===== src/rtl/synth_clk_pkg.sv =====
// Shared clock-rate constants and divider helpers for the synth's low-rate timing blocks.
package synth_clk_pkg;

  localparam int unsigned SYS_CLK_HZ  = 50_000_000;
  localparam int unsigned CTRL_CLK_HZ = 100;

  function automatic int unsigned half_period(input int unsigned in_hz, input int unsigned out_hz);
    return (out_hz == 0) ? 0 : in_hz / (2 * out_hz);
  endfunction

  // A ratio is usable only if it gives a whole, non-zero number of input cycles per half period.
  function automatic bit ratio_ok(input int unsigned in_hz, input int unsigned out_hz);
    if (out_hz == 0) return 1'b0;
    if ((in_hz % (2 * out_hz)) != 0) return 1'b0;
    return half_period(in_hz, out_hz) >= 1;
  endfunction

  // Keeps the counter at least one bit wide so the divide-by-2 corner still elaborates.
  function automatic int unsigned cnt_width(input int unsigned hp);
    return (hp > 1) ? $clog2(hp) : 1;
  endfunction

endpackage


===== src/rtl/clock_divider_50mhz_to_100hz.sv =====
// Divides the board clock to a 50 % duty square wave driven straight from a flop.
// Consumers must treat CLK_100Hz as a clock or enable, never gate it combinationally.
module clock_divider_50mhz_to_100hz
  import synth_clk_pkg::*;
#(
  parameter int unsigned CLK_IN_HZ  = SYS_CLK_HZ,
  parameter int unsigned CLK_OUT_HZ = CTRL_CLK_HZ
) (
  input  logic CLK_50_MHz,
  input  logic reset_n,
  output logic CLK_100Hz
);

  localparam int unsigned HALF_PERIOD = half_period(CLK_IN_HZ, CLK_OUT_HZ);
  localparam int unsigned CNT_W       = cnt_width(HALF_PERIOD);
  localparam logic [CNT_W-1:0] LAST   = CNT_W'(HALF_PERIOD - 1);

  if (!ratio_ok(CLK_IN_HZ, CLK_OUT_HZ)) begin : g_bad_ratio
    $fatal(1, "clock_divider_50mhz_to_100hz: CLK_IN_HZ must be a non-zero multiple of 2*CLK_OUT_HZ");
  end

  logic [CNT_W-1:0] count;

  // Count runs 0..HALF_PERIOD-1 only; reset is the sole way to re-align the phase.
  always_ff @(posedge CLK_50_MHz or negedge reset_n) begin
    if (!reset_n) begin
      count     <= '0;
      CLK_100Hz <= 1'b0;
    end else if (count == LAST) begin
      count     <= '0;
      CLK_100Hz <= ~CLK_100Hz;
    end else begin
      count <= count + 1'b1;
    end
  end

endmodule


===== config.mk =====
export PLATFORM = sky130hd
export DESIGN_NAME = clock_divider_50mhz_to_100hz
export DESIGN_NICKNAME = d
export VERILOG_FILES = /design/src/rtl/synth_clk_pkg.sv /design/src/rtl/clock_divider_50mhz_to_100hz.sv
export SDC_FILE = /design/constraint.sdc
export NUM_CORES = 1
export LEC_CHECK = 0
export CAP_MARGIN = 20
export CORE_MARGIN = 2
export CORE_UTILIZATION = 61
export DETAILED_ROUTE_END_ITERATION = 10
export GPL_TIMING_DRIVEN = 0
export MAX_ROUTING_LAYER = met4
export PLACE_DENSITY = 0.86
export SLEW_MARGIN = 10
export SYNTH_ARGS = -nofsm -noshare
export SYNTH_HDL_FRONTEND = slang
export SYNTH_SLANG_ARGS = --single-unit

===== constraint.sdc =====
create_clock -name CLK_50_MHz -period 5.69 [get_ports CLK_50_MHz]
set_input_delay 0.8535 -clock CLK_50_MHz [delete_from_list [all_inputs] [get_ports CLK_50_MHz]]
set_output_delay 0.8535 -clock CLK_50_MHz [all_outputs]
set_load 0.03 [all_outputs]

==> flow_metrics.env <==
export IMPL_outcome="finished, final reports clean"
export IMPL_path_buf_inv=1
export IMPL_synth_area_leader_cell="dfrtp_1"
export IMPL_final_nets=91
export IMPL_cts_buffers=3
export IMPL_num_rows=13
export IMPL_syn_to_final_growth_pct=7.58
export IMPL_syn_nets=84
export IMPL_worst_path_stages=1
export IMPL_slowest_stage="clkdlybuf4s50_1"
export IMPL_critPathKind="flop to output port"
export IMPL_cts_sinks=19
export IMPL_hpwl_um=961
export IMPL_cts_buffer_depth=2
export IMPL_reg2regPathDepth=5
export IMPL_maxSlewHeadroom=0.449
export IMPL_h_tree_depth=1
export IMPL_die_area_um2=1750
export IMPL_first_global_vias=564
export IMPL_utilization=0.714
export IMPL_ant_nets=0
export IMPL_tns_ns=0
export IMPL_slowest_delay_ns=0.69
export IMPL_ys_top_cells_by_count="dfrtp_1, nor2_1, xnor2_1"
export IMPL_path_cells="clkdlybuf4s50_1"
export IMPL_syn_area_um2=875
export IMPL_cts_root_buf="clkbuf_4"
export IMPL_skew_ns=0.00478
export IMPL_wirelength_mm=1.38
export IMPL_hold_class="flop to flop"
export IMPL_p_leak_nw=0.414
export IMPL_drtIter0Drc=13
export IMPL_ys_seq_elements=19
export IMPL_whs_path_depth=1
export IMPL_drc_errors=0
export IMPL_via_per_inst=5.78
export IMPL_syn_area_per_cell_um2=10.8
export IMPL_reg2reg_to="CLK_100Hz"
export IMPL_worstPathArrival_ns=1.39
export IMPL_slew_viol_final=0
export IMPL_yosysMostFrequentCell="dfrtp_1"
export IMPL_track_usage=0.199
export IMPL_gp_congestion=0.890
export IMPL_yosysWarnings=0
export IMPL_start_util=0.664
export IMPL_finalCriticalPeriod_ns=2.24
export IMPL_required_ns=4.84
export IMPL_setup_worst_path_start_class="flop"
export IMPL_total_power_mw=0.206
export IMPL_critPathCaptureType="output port"
export IMPL_drv_cap=0
export IMPL_holdPathEnd="count[0]"
export IMPL_ys_flop_type="dfrtp_1"
export IMPL_final_hold_viol_count=0
export IMPL_synth_area_leaders="dfrtp_1, xnor2_1, xor2_1"
export IMPL_ys_types=22
export IMPL_cts_resized=0
export IMPL_antenna_found_initial=0
export IMPL_synth_top_area_share=0.544
export IMPL_synth_cells=81
export IMPL_fin_crit_sh=0.395
export IMPL_r2r_slack_ns=3.62
export IMPL_rsz0062_at_grt="false"
export IMPL_tightest_slew_ns=0.824
export IMPL_hold_start="count[0]"
export IMPL_synth_edf_count=0
export IMPL_fp_coreArea_um2=1320
export IMPL_setup_viol=0
export IMPL_fp_dieW_um=41.9
export IMPL_gr_total_overflow=0
export IMPL_fmax_mhz=445
export IMPL_cts_hold_buf=0
export IMPL_peakVddDrop_uv=137
export IMPL_clk_pin_slew_worst_paths_ns=0.10
export IMPL_ioPinCount=3
export IMPL_wl_per_cell_um=13.5
export IMPL_firstDrtPassIters=4
export IMPL_port_buffers=2
export IMPL_cts_setup_buffers=0
export IMPL_grt_pass1_wl_mm=2.55
export IMPL_rr_startpoint="count[4]"
export IMPL_cts_tree="yes"
export IMPL_drive_above_1_share=0.0920
export IMPL_vias=590
export IMPL_antenna_cells=0
export IMPL_synth_seq_area_share=0.544
export IMPL_dieHeight_um=41.9
export IMPL_worstSkewPairLatency_ns=0.30
export IMPL_p_per_area_nw_per_um2=218
export IMPL_grt_max_degree=20
export IMPL_critPathMaxFanout=2
export IMPL_synthArstFlopShare=1.00
export IMPL_crit_family="buffers and inverters"
==> worst max path at each step <==
stage | start | end
after floorplan | count[4] | CLK_100Hz
after global placement | count[4] | CLK_100Hz
after detailed placement | count[4] | CLK_100Hz
after CTS | CLK_100Hz | CLK_100Hz
after global routing | CLK_100Hz | CLK_100Hz
final | CLK_100Hz | CLK_100Hz
==> metrics by stage <==
step	setup WS (ns)	std cells	hold WS (ns)	area, um2
detailed placement	3.65	98	0.478	913
CTS	3.44	102	0.492	941
global route	3.41	102	0.532	941
finish	3.45	102	0.490	941
global placement	3.64	98	0.470	913
floorplan	3.82	81	0.453	875
==> flip-flops by register name, indices dropped and copies added, names as in the netlist <==
| register | count |
|---|---|
| count | 18 |
| CLK_100Hz | 1 |
==> per-layer routing <==
metal	vias to the layer above	track usage	wire [um]
li1	293	-	-
met4	0	0.0968	29
met3	4	0.0261	16
met1	288	0.289	720
met2	5	0.278	611
met5	-	-	0
==> logic make-up after synthesis <==
logic type                 synth area share
adders and majority gates            0.0143
AOI/OAI and AO/OA                    0.0300
and+or+nand+nor                       0.232
xor gates and xnor gates              0.159
DFF                                   0.544
buffers and inverters                0.0215
==> report_power, final <==
group	switching, mW	internal [mW]	total, mW	leakage [nW]
registers	0	0.135	0.135	0.251
logic	0.00245	0.000602	0.00306	0.145
clock network	0.0414	0.0262	0.0675	0.0177
total	0.0438	0.162	0.206	0.414
==> cell type report <==
type                       count  area (um2)
multi-input combinational     58         380
clock buffer                   3        22.5
tap                           15        18.8
inverter                       3        11.3
fill                          86         377
sequential                    19         475
clock inverter                 1        5.00
buffer                         1        7.51
timing repair buffer           2        20.0
==> placed cells by master, fill, tap and decap left out, drive strengths merged <==
master         Yosys  routed
clkbuf             0       3
xnor2              9       9
or3                1       1
nand4              5       5
clkdlybuf4s50      0       2
ha                 1       1
and3               1       1
a21oi              2       2
a31o               1       1
or4                1       1
dfrtp             19      19
clkinv             0       1
or4b               1       1
nor3               2       2
nand3              8       8
a21o               1       1
inv                3       3
nor4               4       4
nor2              11      11
buf                1       1
xor2               6       6
nand2              3       3
and2b              1       1
Note: power is estimated with default switching activity, not from simulation.
==> variant (same flow settings) <==
`SYS_CLK_HZ`: 50_000_000 -> 12_500_000.
--- a/src/rtl/synth_clk_pkg.sv
+++ b/src/rtl/synth_clk_pkg.sv
@@ -1,7 +1,7 @@
 // Shared clock-rate constants and divider helpers for the synth's low-rate timing blocks.
 package synth_clk_pkg;
 
-  localparam int unsigned SYS_CLK_HZ  = 50_000_000;
+  localparam int unsigned SYS_CLK_HZ  = 12_500_000;
   localparam int unsigned CTRL_CLK_HZ = 100;
 
   function automatic int unsigned half_period(input int unsigned in_hz, input int unsigned out_hz);
Behaviour: same outputs for any inputs over 10 cycles, from zero or initial values and one cycle with reset_n low; that may be too few to reach the edited logic, so the function may still have changed.
==> variant against the unedited design <==
  * Design area down 9.4%
  * Via count down 6.8%
  * Critical endpoint unchanged
  * Sequential cell count down 2
  * Largest cell class unchanged
  * Area after synthesis down 9.9%
  * Clock skew down 0.0029 ns
  * Total power down 9.8%
  * Setup slack better by 0.075 ns
  * Critical path type unchanged
  * Wire length up 3.8%
==> variant: results (changes against the unedited design) <==
Hold EP = CLK_100Hz$_DFFE_PN0N_
Dpl cells = 86 (-12%)
Post-Syn Nets = 73 (-13%)
Post-synth EDFFs = 0 (unchanged)
Busiest grt layer = met2
Largest net degree at the start of global routing = 18 (-10%)
R2r endpoint = count[10]$_DFF_PN0_
Reg-to-reg startpoint = count[0]$_DFF_PN0_
Post-synthesis cell type count = 24 (+9.1%)
ANT cells = 0 (unchanged)
Register area share after synthesis = 53.97% (-0.40 points)
Post-place setup slack = 3.592 ns (-0.05595 ns)
Status = finished clean
Worst-Margin Slew = 0.7517 ns (-0.07225 ns)
Gr usage total = 25.25% (+5.3 points)
Routing usage on met3 = 5.000% (+2.4 points)
Post-Syn Instances = 70 (-14%)
GPL Wtd Cong = 0.8419 (-5.4%)
Pleak = 0.3743 nW (-9.5%)
Post-Route Skew = 0.001885 ns (-0.002897 ns)
Routed via count = 550 (-6.8%)
Hold path startpoint = CLK_100Hz$_DFFE_PN0N_
Met1 Wirelength = 632 um (-12%)
Hold Worst Slack = 0.4682 ns (-0.02202 ns)
Yosys Warn Count = 0 (unchanged)
Setup violations, final = 0 (unchanged)
Area contributors post-synth = dfrtp_1, xnor2_1, xor2_1
Crit share post-route = 38.13% (-1.3 points)
Routed wl met3 = 58 um (+260%)
Vias in the first global route = 553 (-2.0%)
Port Buffer Count = 2 (unchanged)
CP max-delay cell = clkdlybuf4s50_1
Post-DP HPWL = 953.2 um (-0.82%)
Detailed Routing Iterations Pass 1 = 6 (+2)
TritonCTS buffer count = 3 (unchanged)
GR Layer Usage met1 = 31.25% (+2.4 points)
Hold Crit Class = register to register
Met2 Wirelength = 727 um (+19%)
Drt total wl = 1430 um (+3.8%)
Arrival @ worst endpoint = 1.32 ns (-0.07 ns)
Non-filler instance count after layout = 90 (-12%)
Global Route met2 Usage = 37.50% (+9.7 points)
Post-Place Cell Area = 825.8 um^2 (-9.6%)
Ys flop type = dfrtp_1
Nets@finish = 80 (-12%)
Share of cells above drive strength 1 = 6.579% (-2.6 points)
Crit-path max cell delay = 0.67 ns (-0.02 ns)
Commonest cells post-synth = dfrtp_1, nor2_1, xnor2_1
Initial antenna violation count = 0 (unchanged)
Hold-critical path depth = 1 (unchanged)
Top Registers = count (16), CLK_100Hz (1)
Iter 0 DRT Violations = 11 (-2)
First-pass GRT wire length = 2442 um (-4.3%)
Worst VDD drop = 0.1814 mV (+32%)
Async set-or-reset flop fraction in the synthesized netlist = 100.0% (unchanged)
CTS clk-pin slew, worst paths = 0.09 ns
Worst skew pair latency = 0.28 ns (-0.02 ns)
Setup crit end = CLK_100Hz
[variant: changes by cell type in the layout (fill, tap and decap cells not counted), moves of 2 or more]
cell and change:
dfrtp_1 -2, nand3_1 -4, a21oi_1 -2, nand2_1 +2
nor2_1 -2
[variant: kinds of logic (layout without fill, tap and decap cells)]
group	Yosys count	in the layout	share of synthesized area, %
and+or+nand+nor	34	34	25.87
muxes	1	1	1.270
xor gates and xnor gates	12	12	13.33
DFF	17	17	53.97
buffers and inverters	2	8	0.9527
AOI/OAI and AO/OA	3	3	3.016
adders and majority gates	1	1	1.587
[variant: final cells by class]
class | count | area [um^2]
well taps | 14 | 17.52
repair buffers | 2 | 20.02
clock buffers | 4 | 26.28
multi-input cells | 51 | 355.3
fillers | 75 | 304.0
flip-flops and latches | 17 | 425.4
inverters | 2 | 7.507
[variant: power by group]
part | switching [W] | internal (W) | leakage, nW
clock network | 0.0000346 | 0.0000271 | 0.0150
logic | 0.00000224 | 0.000000602 | 0.136
registers | 0 | 0.000121 | 0.223
